## src/rtl/imem_loader.sv

```systemverilog
// Serial instruction-memory loader.
// Receives a little-endian 16-bit word count followed by that many
// little-endian 32-bit words over a byte stream, and writes each word
// to consecutive instruction-memory addresses starting at BASE_ADDR.
module imem_loader #(
  parameter int          MAX_WORDS = 64,
  parameter logic [63:0] BASE_ADDR = 64'd0
) (
  input  logic        clk,
  input  logic        reset,
  input  logic        start,
  input  logic [7:0]  byte_in,
  input  logic        byte_valid,
  output logic        byte_ready,
  output logic        mem_we,
  output logic [63:0] mem_addr,
  output logic [31:0] mem_wdata,
  output logic        busy,
  output logic        done,
  output logic        error,
  output logic [15:0] words_loaded
);

  typedef enum logic [2:0] {
    IDLE  = 3'd0,
    LEN   = 3'd1,
    DATA  = 3'd2,
    WRITE = 3'd3,
    DONE  = 3'd4,
    ERR   = 3'd5
  } state_t;

  localparam logic [31:0] MAX_WORDS_W = MAX_WORDS;

  state_t      state_q, state_d;
  logic [1:0]  byte_cnt_q, byte_cnt_d;
  logic [15:0] len_q, len_d;
  logic [31:0] word_q, word_d;
  logic [15:0] words_q, words_d;
  logic [63:0] addr_q, addr_d;
  logic [31:0] wdata_q, wdata_d;
  logic        error_q, error_d;

  logic        accept;
  logic [15:0] len_full;
  logic        len_too_big;

  // A byte is consumed only when offered and the loader is listening.
  assign accept      = byte_valid & byte_ready;
  // Full count as it will be once the high byte is taken this cycle.
  assign len_full    = {byte_in, len_q[7:0]};
  assign len_too_big = ({16'd0, len_full} > MAX_WORDS_W);

  // State register.
  always_ff @(posedge clk) begin
    if (reset) begin
      state_q <= IDLE;
    end else begin
      state_q <= state_d;
    end
  end

  // Next-state logic.
  always_comb begin
    state_d = state_q;
    case (state_q)
      IDLE: begin
        if (start) state_d = LEN;
      end
      LEN: begin
        if (accept && byte_cnt_q == 2'd1) begin
          if (len_full == 16'd0)  state_d = DONE;
          else if (len_too_big)   state_d = ERR;
          else                    state_d = DATA;
        end
      end
      DATA: begin
        if (accept && byte_cnt_q == 2'd3) state_d = WRITE;
      end
      WRITE: begin
        if (words_q + 16'd1 == len_q) state_d = DONE;
        else                          state_d = DATA;
      end
      DONE: begin
        state_d = IDLE;
      end
      ERR: begin
        if (start) state_d = LEN;
      end
      default: state_d = IDLE;
    endcase
  end

  // State-decoded outputs.
  always_comb begin
    byte_ready = (state_q == LEN) || (state_q == DATA);
    mem_we     = (state_q == WRITE);
    busy       = (state_q == LEN) || (state_q == DATA) || (state_q == WRITE);
    done       = (state_q == DONE);
  end

  // Datapath next values: count capture, word assembly, write staging.
  always_comb begin
    byte_cnt_d = byte_cnt_q;
    len_d      = len_q;
    word_d     = word_q;
    words_d    = words_q;
    addr_d     = addr_q;
    wdata_d    = wdata_q;
    error_d    = error_q;
    case (state_q)
      IDLE, ERR: begin
        if (start) begin
          error_d    = 1'b0;
          words_d    = 16'd0;
          byte_cnt_d = 2'd0;
        end
      end
      LEN: begin
        if (accept) begin
          if (byte_cnt_q == 2'd0) begin
            len_d[7:0] = byte_in;
            byte_cnt_d = 2'd1;
          end else begin
            len_d[15:8] = byte_in;
            byte_cnt_d  = 2'd0;
            if (len_full != 16'd0 && len_too_big) error_d = 1'b1;
          end
        end
      end
      DATA: begin
        if (accept) begin
          word_d[{byte_cnt_q, 3'b000} +: 8] = byte_in;
          // Counter wraps back to 0 after the fourth byte.
          byte_cnt_d = byte_cnt_q + 2'd1;
          if (byte_cnt_q == 2'd3) begin
            // Stage the write so address/data are stable for the whole
            // WRITE cycle and held afterwards.
            wdata_d = {byte_in, word_q[23:0]};
            addr_d  = BASE_ADDR + {46'd0, words_q, 2'b00};
          end
        end
      end
      WRITE: begin
        words_d = words_q + 16'd1;
      end
      default: ;
    endcase
  end

  // Datapath registers.
  always_ff @(posedge clk) begin
    if (reset) begin
      byte_cnt_q <= 2'd0;
      len_q      <= 16'd0;
      word_q     <= 32'd0;
      words_q    <= 16'd0;
      addr_q     <= 64'd0;
      wdata_q    <= 32'd0;
      error_q    <= 1'b0;
    end else begin
      byte_cnt_q <= byte_cnt_d;
      len_q      <= len_d;
      word_q     <= word_d;
      words_q    <= words_d;
      addr_q     <= addr_d;
      wdata_q    <= wdata_d;
      error_q    <= error_d;
    end
  end

  assign mem_addr     = addr_q;
  assign mem_wdata    = wdata_q;
  assign error        = error_q;
  assign words_loaded = words_q;

endmodule

```

## config.mk

```make
export PLATFORM = sky130hd
export DESIGN_NAME = imem_loader
export DESIGN_NICKNAME = d
export VERILOG_FILES = /design/src/rtl/imem_loader.sv
export SDC_FILE = /design/constraint.sdc
export NUM_CORES = 1
export LEC_CHECK = 0
export ABC_AREA = 1
export BUFFER_PORTS_ARGS = -buffer_cell sky130_fd_sc_hd__clkbuf_2
export CELL_PAD_IN_SITES_DETAIL_PLACEMENT = 0
export CELL_PAD_IN_SITES_GLOBAL_PLACEMENT = 1
export CORE_ASPECT_RATIO = 1.25
export CORE_MARGIN = 2
export CORE_UTILIZATION = 34
export DETAILED_ROUTE_END_ITERATION = 16
export HOLD_SLACK_MARGIN = 0.15
export MAX_ROUTING_LAYER = met4
export PLACE_DENSITY = 0.79
export SETUP_SLACK_MARGIN = 0.15
export SYNTH_ARGS = -nofsm -noshare
export SYNTH_HDL_FRONTEND = slang
export SYNTH_SLANG_ARGS = --single-unit
```

## constraint.sdc

```tcl
create_clock -name clk -period 1.8 [get_ports clk]
set_input_delay 0.36 -clock clk [delete_from_list [all_inputs] [get_ports clk]]
set_output_delay 0.36 -clock clk [all_outputs]
set_load 0.02 [all_outputs]
```

After elaboration in Yosys (flattened, before gate mapping)
Index checks and enable logic that the tools add are counted.
{"block": "classes", "n_reduce_logical": 21, "n_shift": 2, "n_mux": 20, "magnitude_cmp": 1, "n_eq_ne": 15, "bitwise_logic": 2, "addsub": 3}
{"op": "bitwise mux 32 bit", "n": 1}
{"op": "case mux 16 bit (2 select lines)", "n": 1}
{"op": "variable shift 8 x 7 -> 32 bit, first input constant", "n": 1}
{"op": "indexed part select 8 x 7 -> 32 bit", "n": 1}
{"op": "two-way mux 3 bit", "n": 6}
{"op": "adder 16 x 1 -> 16 bit, second input constant", "n": 1}
{"op": "== test 16 bit", "n": 1}
{"op": "greater-than comparator 16 x 7 -> 1 bit, second input constant", "n": 1}
{"op": "zero test 16 bit", "n": 1}
{"op": "two-way mux 16 bit", "n": 1}
{"op": "nonzero test 16 bit", "n": 1}
{"op": "case mux 3 bit (4 select lines)", "n": 1}
{"op": "AND reduction 3 bit", "n": 4}
{"op": "inequality test 2 bit, second input constant", "n": 5}
{"op": "negator 5 -> 7 bit", "n": 1}
{"op": "== test 3 x 2 -> 1 bit, second input constant", "n": 2}
{"op": "== test 3 bit, second input constant", "n": 2}
{"op": "two-way mux 2 bit", "n": 3}
{"op": "case mux 2 bit (3 select lines)", "n": 1}
{"op": "two-way mux 1 bit", "n": 5}
{"op": "AND reduction 5 bit", "n": 1}
{"op": "inequality test 2 x 1 -> 1 bit, second input constant", "n": 2}
{"op": "AND reduction 2 bit", "n": 2}
{"op": "AND reduction 4 bit", "n": 1}
{"op": "other kinds (14)", "n": 18}
{"block": "totals", "output_inout_bits": 117, "in_bits": 12, "register_bits": 118, "word_cells": 73}

Depth between registers and ports, before layout
Gate-level depths: netlist (run 1).
{"block": "depth", "word_depth": 6, "mapped_depth": 16, "depth_no_buf": 16}

Worst setup path before layout (run 1)
No wires, ideal clock.
{"block": "synth_timing", "path_type": "reg2reg", "from": "register words_q[0] (netlist: words_loaded[0])", "to": "register state_q[1]", "synth_period_minus_slack_ns": 1.956, "path_stages_with_launch": 17, "t_required_ns": 1.668, "path_buffers": 0, "path_slack_ns": -0.156, "setup_ns": 0.132, "t_arrival_ns": 1.824, "path_cell_list": "dfxtp_1 > ha_1 > nand2_1 > nor2_4 > nand3_1 > nand2_1 > nand2_1 > nand2_1 > nand2_1 > nor2_1 > nand2_1 > nor2_2 > nand2_1 > nand2_1 > nand2_1 > nand2_1 > a21oi_1"}
{"block": "synth_between", "elab_chain_cells": 4}
{"item": "from (decl)", "line_no": "39", "source": "logic [15:0] words_q, words_d;"}
{"item": "from (signal assigned)", "line_no": "165", "source": "words_q <= words_d;"}
{"item": "adder 16 x 1 -> 16 bit", "line_no": "81", "source": "if (words_q + 16'd1 == len_q) state_d = DONE;"}
{"item": "== test 16 bit", "line_no": "81"}
{"item": "two-way mux 3 bit", "line_no": "81"}
{"item": "case mux 3 bit (4 select lines)", "line_no": "66", "source": "case (state_q)"}
{"item": "to (signal assigned)", "line_no": "59", "source": "state_q <= state_d;"}
{"item": "to (decl)", "line_no": "35", "source": "state_t state_q, state_d;"}
No other way between the ends.
A chain may end at the register's enable or synchronous reset.

Worst setup path in the final report (run 1)
{"block": "layout_timing", "from": "register words_q[1] (netlist: words_loaded[1])", "to": "register state_q[1]"}
The elaborated chain is that of the path after synthesis.

==> metrics.yaml, run 1 <==
first_pass_iters: 5
r2r_slack_ns: -0.10
crit_end: "state_q[1]$_SDFFE_PP0P_"
globalplace.congestion: 0.8619
clock_skew_ns: 0.01012
cts_root_buf: "clkbuf_16"
reg2reg_to: "state_q[1]$_SDFFE_PP0P_"
dpl_cell_area_mm2: 0.006271
final_antenna_net_count: 0
path_max_fanout: 5
ys_ff_latch: 110
reg2reg_depth: 15
grt_pass1_vias: 4750
n_fill_cell: 1613
cts_sinks: 110
grt_max_degree: 68
routed_wirelength_um: 14790
critPathKind: "reg2reg"
initial_core_util_pct: 34.78
n_antenna_cell: 0
via_per_inst: 4.675
worst_slew_pin_slew_ns: 0.7685
finalSetupViolations: 2
hpwl_um: 10670
finalWorstSetupSlack_ns: -0.1004
power.leakage_uw: 0.002939
clk_pin_slew_ns: 0.08
synth-simple-area-share_pct: 25.97
wl_per_cell_um: 13.35
synth_mux_area_share_pct: 0
end_kind: "flop"
rows: 51
io_pins: 129
layout_common_cells: "nand2_1, a21oi_1, dfxtp_1, clkbuf_2, inv_1"
fmaxAchievable_mhz: 526.2
ir_worst_vdd_mv: 0.5073
synthesis.area_mm2: 0.005415
cts_buffers: 9
yosysSeqAreaShare_pct: 40.67
synth_top_area_cell: "dfxtp_1"
synth_compound_area_share_pct: 15.13
crit_required_ns: 2.01
antenna_found_initial: 0
tritoncts: "built"
yosysTopAreaCellShare_pct: 40.67
clock_path_buffers: 2
grt_pass1_wl_um: 23780
period_share_pct: 105.6
drive_above_1_share_pct: 27.57
numPortBuffers: 80
r2r_start: "words_loaded[1]$_SDFFE_PP0P_"
holdWs_ns: 0.2876
slew_viol_final: 0
die_w_um: 116.9
avgSynthCellArea_um2: 7.172
postCtsHoldBufs: 0
fin_area_mm2: 0.006944
grt_overflow: 0
drt-initial-drc-count: 354
crit_arrival_ns: 2.11
fp.dieArea_mm2: 0.01696
yosys-top-cells-area: "dfxtp_1, a21oi_1, nand2_1"
synth_top_family_by_area: "simple AND/OR/NAND/NOR gates"
period_minus_slack_ns: 1.900
yosys_warnings: 0
synthCells: 755
status: "finished, violations left"
clkLatencyLatePin_ns: 0.36
pre_cts_ws_ns: -0.08973
coreArea_mm2: 0.01557
crit_path_start: "words_loaded[1]$_SDFFE_PP0P_"
die_h_um: 145.1
track_usage_pct: 18.24
synth_xor_area_share_pct: 1.155
mostFrequentLayoutCell: "nand2_1"
pwr_density_cell_mw_per_mm2: 924.5
violations: "negative setup slack"
post-route-util_pct: 44.60
maxSlewHeadroom_pct: 48.77
total_power_uw: 6420
hold_viol: 0
num_vias: 5180
synth.distinct_cells: 32
maxCapViolations: 0
worstSetupStartpointType: "flop"
drc: 0
rsz0062_at_grt: "true"
fin_nets: 909
syn_to_final_growth_pct: 28.23
synth_fa_ha_area_share_pct: 1.386
hold_class: "in2reg"
h-tree-depth: 3
registers in the layout (all words and copies together) (netlist names):
register,cells
mem_wdata,32
word_q,24
state_q,3
words_loaded,16
len_q,16
byte_cnt_q,2
mem_addr,16
error,1
per-layer routing:
layer,GRT usage [%],vias up,part of all wire [%]
li1,-,2636,-
met1,23.16,2377,44
met2,29.39,147,50
met3,3.091,20,3.7
met4,5.706,0,2.2
met5,-,-,0
area by class of cell:
class	count	area, um2	share of cell area, %
Tap cell	212	265.3	3.820
Clock buffer	9	225.2	3.243
Sequential cell	110	2233	32.16
Clock inverter	7	101.3	1.459
Multi-Input combinational cell	530	2714	39.08
Inverter	85	329.1	4.739
Timing Repair inverter	2	12.51	0.1802
Timing Repair Buffer	153	1064	15.32
Yosys cell counts, drive strengths merged:
master and count:
nand2 148, a21oi 110, dfxtp 110, inv 84, nor2 78, buf 62, o21ai 47, nand3 40
clkbuf 16, or3 16, nand4 12, or4 8, ha 6, or2 5, a211oi 4, nor3 2
xnor3 2, xor2 2, clkinv 1, conb 1, nand3b 1
power by group:
group	internal, uW	leakage (uW)	switching [uW]
clock network	1130	0.000156	1050
registers	2550	0.000896	119
logic	572	0.00189	1000
total	4250	0.00294	2170
per-stage QoR:
step                      instances  setup TNS, ns
final                          1108        -0.1662
after global routing           1108        -0.9189
after CTS                      1102       -0.04419
after detailed placement       1075        -0.1399
after global placement         1075       -0.03539
after floorplan                 802              0
cell families after synthesis:
kind of cell	count (synthesis)
xor+xnor	4
buf+inv	163
other cells	1
fa+ha+maj	6
simple gates	310
flops	110
compound gates	161
worst max-delay path, cell delays in order (launching register included):
cell and delay (ns):
dfxtp_4 0.38, ha_4 0.17, nand2_4 0.07, buf_12 0.13, nor2_4 0.16, nand4_1 0.11
nand3_1 0.10, nand2_1 0.05, nor2_1 0.11, nand2_1 0.07, nor2_2 0.14, nand2_1 0.07
nand2_1 0.05, nand2_1 0.05, nand2_1 0.07, a21oi_2 0.05
worst min path at each step:
stage,endpoint,cells after the start,from,slack [ns]
global placement,mem_addr[3]$_SDFFE_PP0P_,2,mem_addr[3]$_SDFFE_PP0P_,0.43
detailed placement,mem_addr[4]$_SDFFE_PP0P_,2,mem_addr[4]$_SDFFE_PP0P_,0.43
global route,error$_SDFFE_PP0P_,4,start,0.34
finish,error$_SDFFE_PP0P_,4,start,0.29
floorplan,word_q[0]$_SDFFE_PP0P_,2,word_q[0]$_SDFFE_PP0P_,0.44
CTS,error$_SDFFE_PP0P_,4,start,0.29
timing repair:
item / 4_1_cts / 5_1_grt
endpoints found under the hold margin: 0 / 0
setup buffers: 9 / 4
setup endpoints to repair: 72 / 87
pin swaps: 10 / 17
gates resized for setup: 24 / 49
cloned: 2 / 2
Note: power is estimated with default switching activity, not from simulation.
==> run 2: changes to the inputs <==
--- a/config.mk
+++ b/config.mk
@@ -11,11 +11,12 @@
 export CELL_PAD_IN_SITES_GLOBAL_PLACEMENT = 1
 export CORE_ASPECT_RATIO = 1.25
 export CORE_MARGIN = 2
-export CORE_UTILIZATION = 34
+export CORE_UTILIZATION = 36
+export CTS_BUF_LIST = sky130_fd_sc_hd__clkbuf_8
 export DETAILED_ROUTE_END_ITERATION = 16
 export HOLD_SLACK_MARGIN = 0.15
 export MAX_ROUTING_LAYER = met4
-export PLACE_DENSITY = 0.79
+export PLACE_DENSITY = 0.83
 export SETUP_SLACK_MARGIN = 0.15
 export SYNTH_ARGS = -nofsm -noshare
 export SYNTH_HDL_FRONTEND = slang
==> run 2 against run 1 <==
Compared with the run above:
- the flow still finishes with violations (negative setup slack)
- sequential power barely moved
- wire length rose by 7.7%
- count of clock-buffer cells in the layout did not move
- setup slack improved by 0.073 ns
- sequential cell count did not move
- global-route usage rose by 0.78 points
- via count rose by 3.3%
- critical path type unchanged
- critical endpoint unchanged
- largest cell class unchanged
==> metrics.yaml, run 2 (same netlist as run 1, synthesis figures left out) <==
layout_common_cells: "nand2_1, dfxtp_1, clkbuf_2, inv_1, buf_4"
via_per_inst: 4.843
final_antenna_net_count: 0
pwr_density_cell_mw_per_mm2: 775.8
fin_nets: 936
grt_pass1_vias: 4809
period_minus_slack_ns: 1.827
grt_pass1_wl_um: 23710
maxCapViolations: 0
initial_core_util_pct: 36.52
globalplace.congestion: 0.8851
h-tree-depth: 3
clkLatencyLatePin_ns: 0.39
track_usage_pct: 19.02
critPathKind: "reg2reg"
cts_sinks: 110
period_share_pct: 101.5
rsz0062_at_grt: "true"
pre_cts_ws_ns: -0.08294
slew_viol_final: 0
placed_cells: 1049
rows: 50
clock_skew_ns: 0.01736
power.leakage_uw: 0.003165
p_int_uw: 3780
n_fill_cell: 1421
die_w_um: 113.7
fin_area_mm2: 0.007722
finalWorstSetupSlack_ns: -0.02728
routed_wirelength_um: 15920
ir_worst_vdd_mv: 0.4484
drc: 0
coreArea_mm2: 0.01483
cts_buffers: 9
clk_pin_slew_ns: 0.12
violations: "negative setup slack"
num_vias: 5352
crit_arrival_ns: 2.07
clock_path_buffers: 2
die_h_um: 141.1
hpwl_um: 10500
wl_per_cell_um: 14.41
worst_slew_pin_slew_ns: 0.7586
p_seq_share_pct: 44.5
instances_no_fill: 1105
fp.dieArea_mm2: 0.01605
drive_above_1_share_pct: 39.22
end_kind: "flop"
largest_reg_flops: 32
p_clk_share_pct: 25.9
hold_class: "in2reg"
worstSetupStartpointType: "flop"
grt_overflow: 0
grt_max_degree: 68
tritoncts: "built"
maxSlewHeadroom_pct: 49.43
first_pass_iters: 5
io_pins: 129
combPwrFrac_pct: 29.6
fmaxAchievable_mhz: 547.3
syn_to_final_growth_pct: 42.61
numPortBuffers: 80
status: "finished, violations left"
switching_share_pct: 36.90
finalSetupViolations: 1
drt-initial-drc-count: 343
path_max_fanout: 5
cts_root_buf: "clkbuf_8"
mostFrequentLayoutCell: "nand2_1"
hold_viol: 0
p_sw_uw: 2211
holdWs_ns: 0.2666
n_antenna_cell: 0
antenna_found_initial: 0
dpl_cell_area_mm2: 0.006251
crit_required_ns: 2.04
==> run 2: changes by cell type in the layout (fill, tap and decap cells not counted), sizes merged <==
| cell | before | now |
|---|---|---|
| clkbuf | 86 | 90 |
| inv | 86 | 83 |
| clkinv | 2 | 5 |
| bufbuf | 1 | 0 |
| bufinv | 1 | 0 |
| buf | 75 | 100 |
==> run 2: routing by layer <==
layer | vias to the layer above | global-route usage [%] | part of all wire, %
li1 | 2691 | - | -
met1 | 2487 | 23.35 | 43
met2 | 146 | 31.89 | 51
met3 | 28 | 2.709 | 3.8
met4 | 0 | 6.739 | 2.5
met5 | - | - | 0
==> run 2: path summary, 6_finish.rpt <==
| check | depth (start not counted) | to | start | slack (ns) |
|---|---|---|---|---|
| worst max-delay path | 16 | state_q[1]$_SDFFE_PP0P_ | words_loaded[1]$_SDFFE_PP0P_ | -0.03 |
| worst min-delay path | 4 | error$_SDFFE_PP0P_ | start | 0.27 |
| worst max register to register | 16 | state_q[1]$_SDFFE_PP0P_ | words_loaded[1]$_SDFFE_PP0P_ | -0.03 |
| worst min register to register | 2 | mem_wdata[16]$_SDFFE_PP0P_ | mem_wdata[16]$_SDFFE_PP0P_ | 0.45 |
==> run 2: per-stage QoR <==
stage / total power, uW / setup TNS [ns] / utilization (%)
finish: 5991 / -0.02728 / 52.08
global route: 6331 / -1.638 / 52.08
CTS: 5781 / -0.005191 / 46.41
detailed placement: 4082 / -0.1183 / 42.16
global placement: 4069 / -0.02267 / 42.16
floorplan: 3694 / 0 / -
==> run 2: power by group through the flow <==
stage	clock network, uW	logic, uW	registers (uW)
final	1550	1770	2670
after global routing	1680	1970	2680
after CTS	1600	1530	2660
after detailed placement	0	1380	2700
after global placement	0	1370	2700
after floorplan	0	1010	2680
==> run 2: what timing repair did <==
item,in CTS,in global routing
pin swaps,18,50
setup buffers,13,16
cloned,4,7
gates resized for setup,68,175
hold buffers,0,0
endpoints found under the setup margin,73,83
==> run 2: area by class of cell <==
type                    instances  area [um2]  share of cell area [%]
well taps                     182       227.7                   2.949
clock buffers                   9       123.9                   1.604
inverters                      85       345.3                   4.472
repair inverters                1       5.005                 0.06481
repair buffers                181        1490                   19.30
flip-flops and latches        110        2236                   28.95
clock inverters                 7       87.58                   1.134
multi-input cells             530        3207                   41.53
==> run 2: critical path, stage by stage (launching register included) <==
cell and delay [ns]:
dfxtp_4 0.39, ha_4 0.17, nand2_4 0.08, nor2_4 0.18, nand3_2 0.10, nand2_2 0.08, nand2_1 0.05, nand2_1 0.05
nand2_1 0.04, nor2_1 0.08, nand2_1 0.07, nor2_2 0.12, nand2_1 0.07, nand2_1 0.05, nand2_1 0.04, nand2_1 0.05
a21oi_1 0.05
==> run 3: changes to the inputs <==
--- a/config.mk
+++ b/config.mk
@@ -10,7 +10,7 @@
 export CELL_PAD_IN_SITES_DETAIL_PLACEMENT = 0
 export CELL_PAD_IN_SITES_GLOBAL_PLACEMENT = 1
 export CORE_ASPECT_RATIO = 1.25
-export CORE_MARGIN = 2
+export CORE_MARGIN = 3
 export CORE_UTILIZATION = 36
 export CTS_BUF_LIST = sky130_fd_sc_hd__clkbuf_8
 export DETAILED_ROUTE_END_ITERATION = 16
==> run 3 against run 2 <==
Compared with the run above:
- critical path type unchanged
- core utilization is 0.82 points higher
- maximum frequency is 1.5% lower
- hold slack better by 0.0083 ns
- largest power group unchanged
- the run still ends with negative setup slack left
- global-route usage is 0.59 points higher
- clock power is 9.7% higher
==> metrics.yaml, run 3 (same netlist as run 1, synthesis figures left out) <==
cts_buffers: 9
multiInputGateArea_mm2: 0.003221
hold_class: "in2reg"
n_antenna_cell: 0
grt_overflow: 0
clock_path_buffers: 2
clk_pin_slew_ns: 0.12
worstSetupStartpointType: "flop"
wl_per_cell_um: 15.02
crit_arrival_ns: 2.17
syn_to_final_growth_pct: 42.56
path_max_fanout: 7
end_kind: "flop"
rsz0062_at_grt: "true"
slowest_delay_ns: 0.42
finalSetupViolations: 3
first_pass_iters: 5
final_antenna_net_count: 0
total_power_uw: 6193
fin_area_mm2: 0.007720
power.leakage_uw: 0.003150
grt_pass1_vias: 5009
n_fill_cell: 1380
die_h_um: 143.1
routed_wirelength_um: 16530
ir_worst_vdd_mv: 0.5450
clkLatencyLatePin_ns: 0.38
critPathBufInv: 5
drt-initial-drc-count: 335
maxCapViolations: 0
tritoncts: "built"
crit_path_cell_trace: "inv_2 > nor2_2 > inv_2 > nor2_8 > inv_4 > buf_6 > nor2_4 > nand2_4 > buf_6 > or4_4 > a21oi_2"
rows: 49
finalWorstSetupSlack_ns: -0.05582
min_from: "start"
crit_path_start: "state_q[1]$_SDFFE_PP0P_"
r2r_start: "state_q[1]$_SDFFE_PP0P_"
mostFrequentLayoutCell: "nand2_1"
fp.dieArea_mm2: 0.01656
period_share_pct: 103.1
num_vias: 5420
dpl_cell_area_mm2: 0.006221
initial_core_util_pct: 37.11
cts_sinks: 110
fin_nets: 936
period_minus_slack_ns: 1.856
slew_viol_final: 0
postCtsHoldBufs: 0
crit_required_ns: 2.12
grt_max_degree: 68
pre_cts_ws_ns: -0.08151
tns_ns: -0.1368
antenna_found_initial: 0
grt_pass1_wl_um: 25190
drc: 0
track_usage_pct: 19.60
maxSlewHeadroom_pct: 47.26
clock_skew_ns: 0.01242
coreArea_mm2: 0.01459
die_w_um: 115.7
cts_root_buf: "clkbuf_8"
globalplace.congestion: 0.8301
ff_latch_area_mm2: 0.002233
drive_above_1_share_pct: 38.89
io_pins: 129
violations: "negative setup slack"
numPortBuffers: 80
cp_slowest_cell: "or4_4"
status: "finished, violations left"
via_per_inst: 4.923
fmaxAchievable_mhz: 538.8
layout_common_cells: "nand2_1, dfxtp_1, clkbuf_2, inv_1, buf_4"
pwr_density_cell_mw_per_mm2: 802.2
h-tree-depth: 3
hpwl_um: 10470
worst_slew_pin_slew_ns: 0.7911
hold_viol: 0
largest_reg_flops: 32
path_delay_family: "simple AND/OR/NAND/NOR gates"
post-route-util_pct: 52.91
critPathKind: "reg2reg"
run 3: metrics by stage:
stage | hold WS [ns] | std cells
global placement | 0.4307 | 1040
finish | 0.2749 | 1101
detailed placement | 0.4369 | 1040
global route | 0.3073 | 1101
CTS | 0.2615 | 1091
floorplan | 0.4403 | 802
run 3: routing by layer:
| metal | wire length, um | part of all wire [%] | track usage [%] |
|---|---|---|---|
| met5 | 0 | 0 | - |
| met4 | 354 | 2.1 | 6.781 |
| met3 | 661 | 4.0 | 2.331 |
| met2 | 8427 | 51 | 32.93 |
| met1 | 7090 | 43 | 24.31 |
run 3: repair_timing:
action / in CTS / in global routing
setup buffers: 25 / 8
gates cloned: 10 / 2
pin swaps: 33 / 54
endpoints found under the setup margin: 77 / 83
resized for setup: 113 / 122
run 3: final timing paths:
check | cells after the start | to | slack (ns)
worst max-delay path | 11 | word_q[5]$_SDFFE_PP0P_ | -0.06
worst min-delay path | 4 | error$_SDFFE_PP0P_ | 0.27
worst max register to register | 11 | word_q[5]$_SDFFE_PP0P_ | -0.06
worst min register to register | 2 | mem_wdata[10]$_SDFFE_PP0P_ | 0.45
run 3: where the power goes:
group | switching, uW | internal (uW) | leakage, uW
Clock | 1000 | 694 | 0.000110
Sequential | 126 | 2540 | 0.000896
Combinational | 1120 | 704 | 0.00214
Total | 2250 | 3940 | 0.00315
run 3: worst register-to-register path, stage by stage, from the launching register on:
cell and delay (ns):
dfxtp_2 0.38, inv_2 0.05, nor2_2 0.10, inv_2 0.08, nor2_8 0.10, inv_4 0.05
buf_6 0.11, nor2_4 0.12, nand2_4 0.10, buf_6 0.13, or4_4 0.42, a21oi_2 0.16
run 3: final cells by class:
type                       instances  share of cell area, %
multi-input combinational        532                  41.72
sequential                       110                  28.93
timing repair buffer             180                  19.19
inverter                          85                  4.295
tap                              178                  2.885
clock buffer                       9                  1.605
clock inverter                     7                  1.378
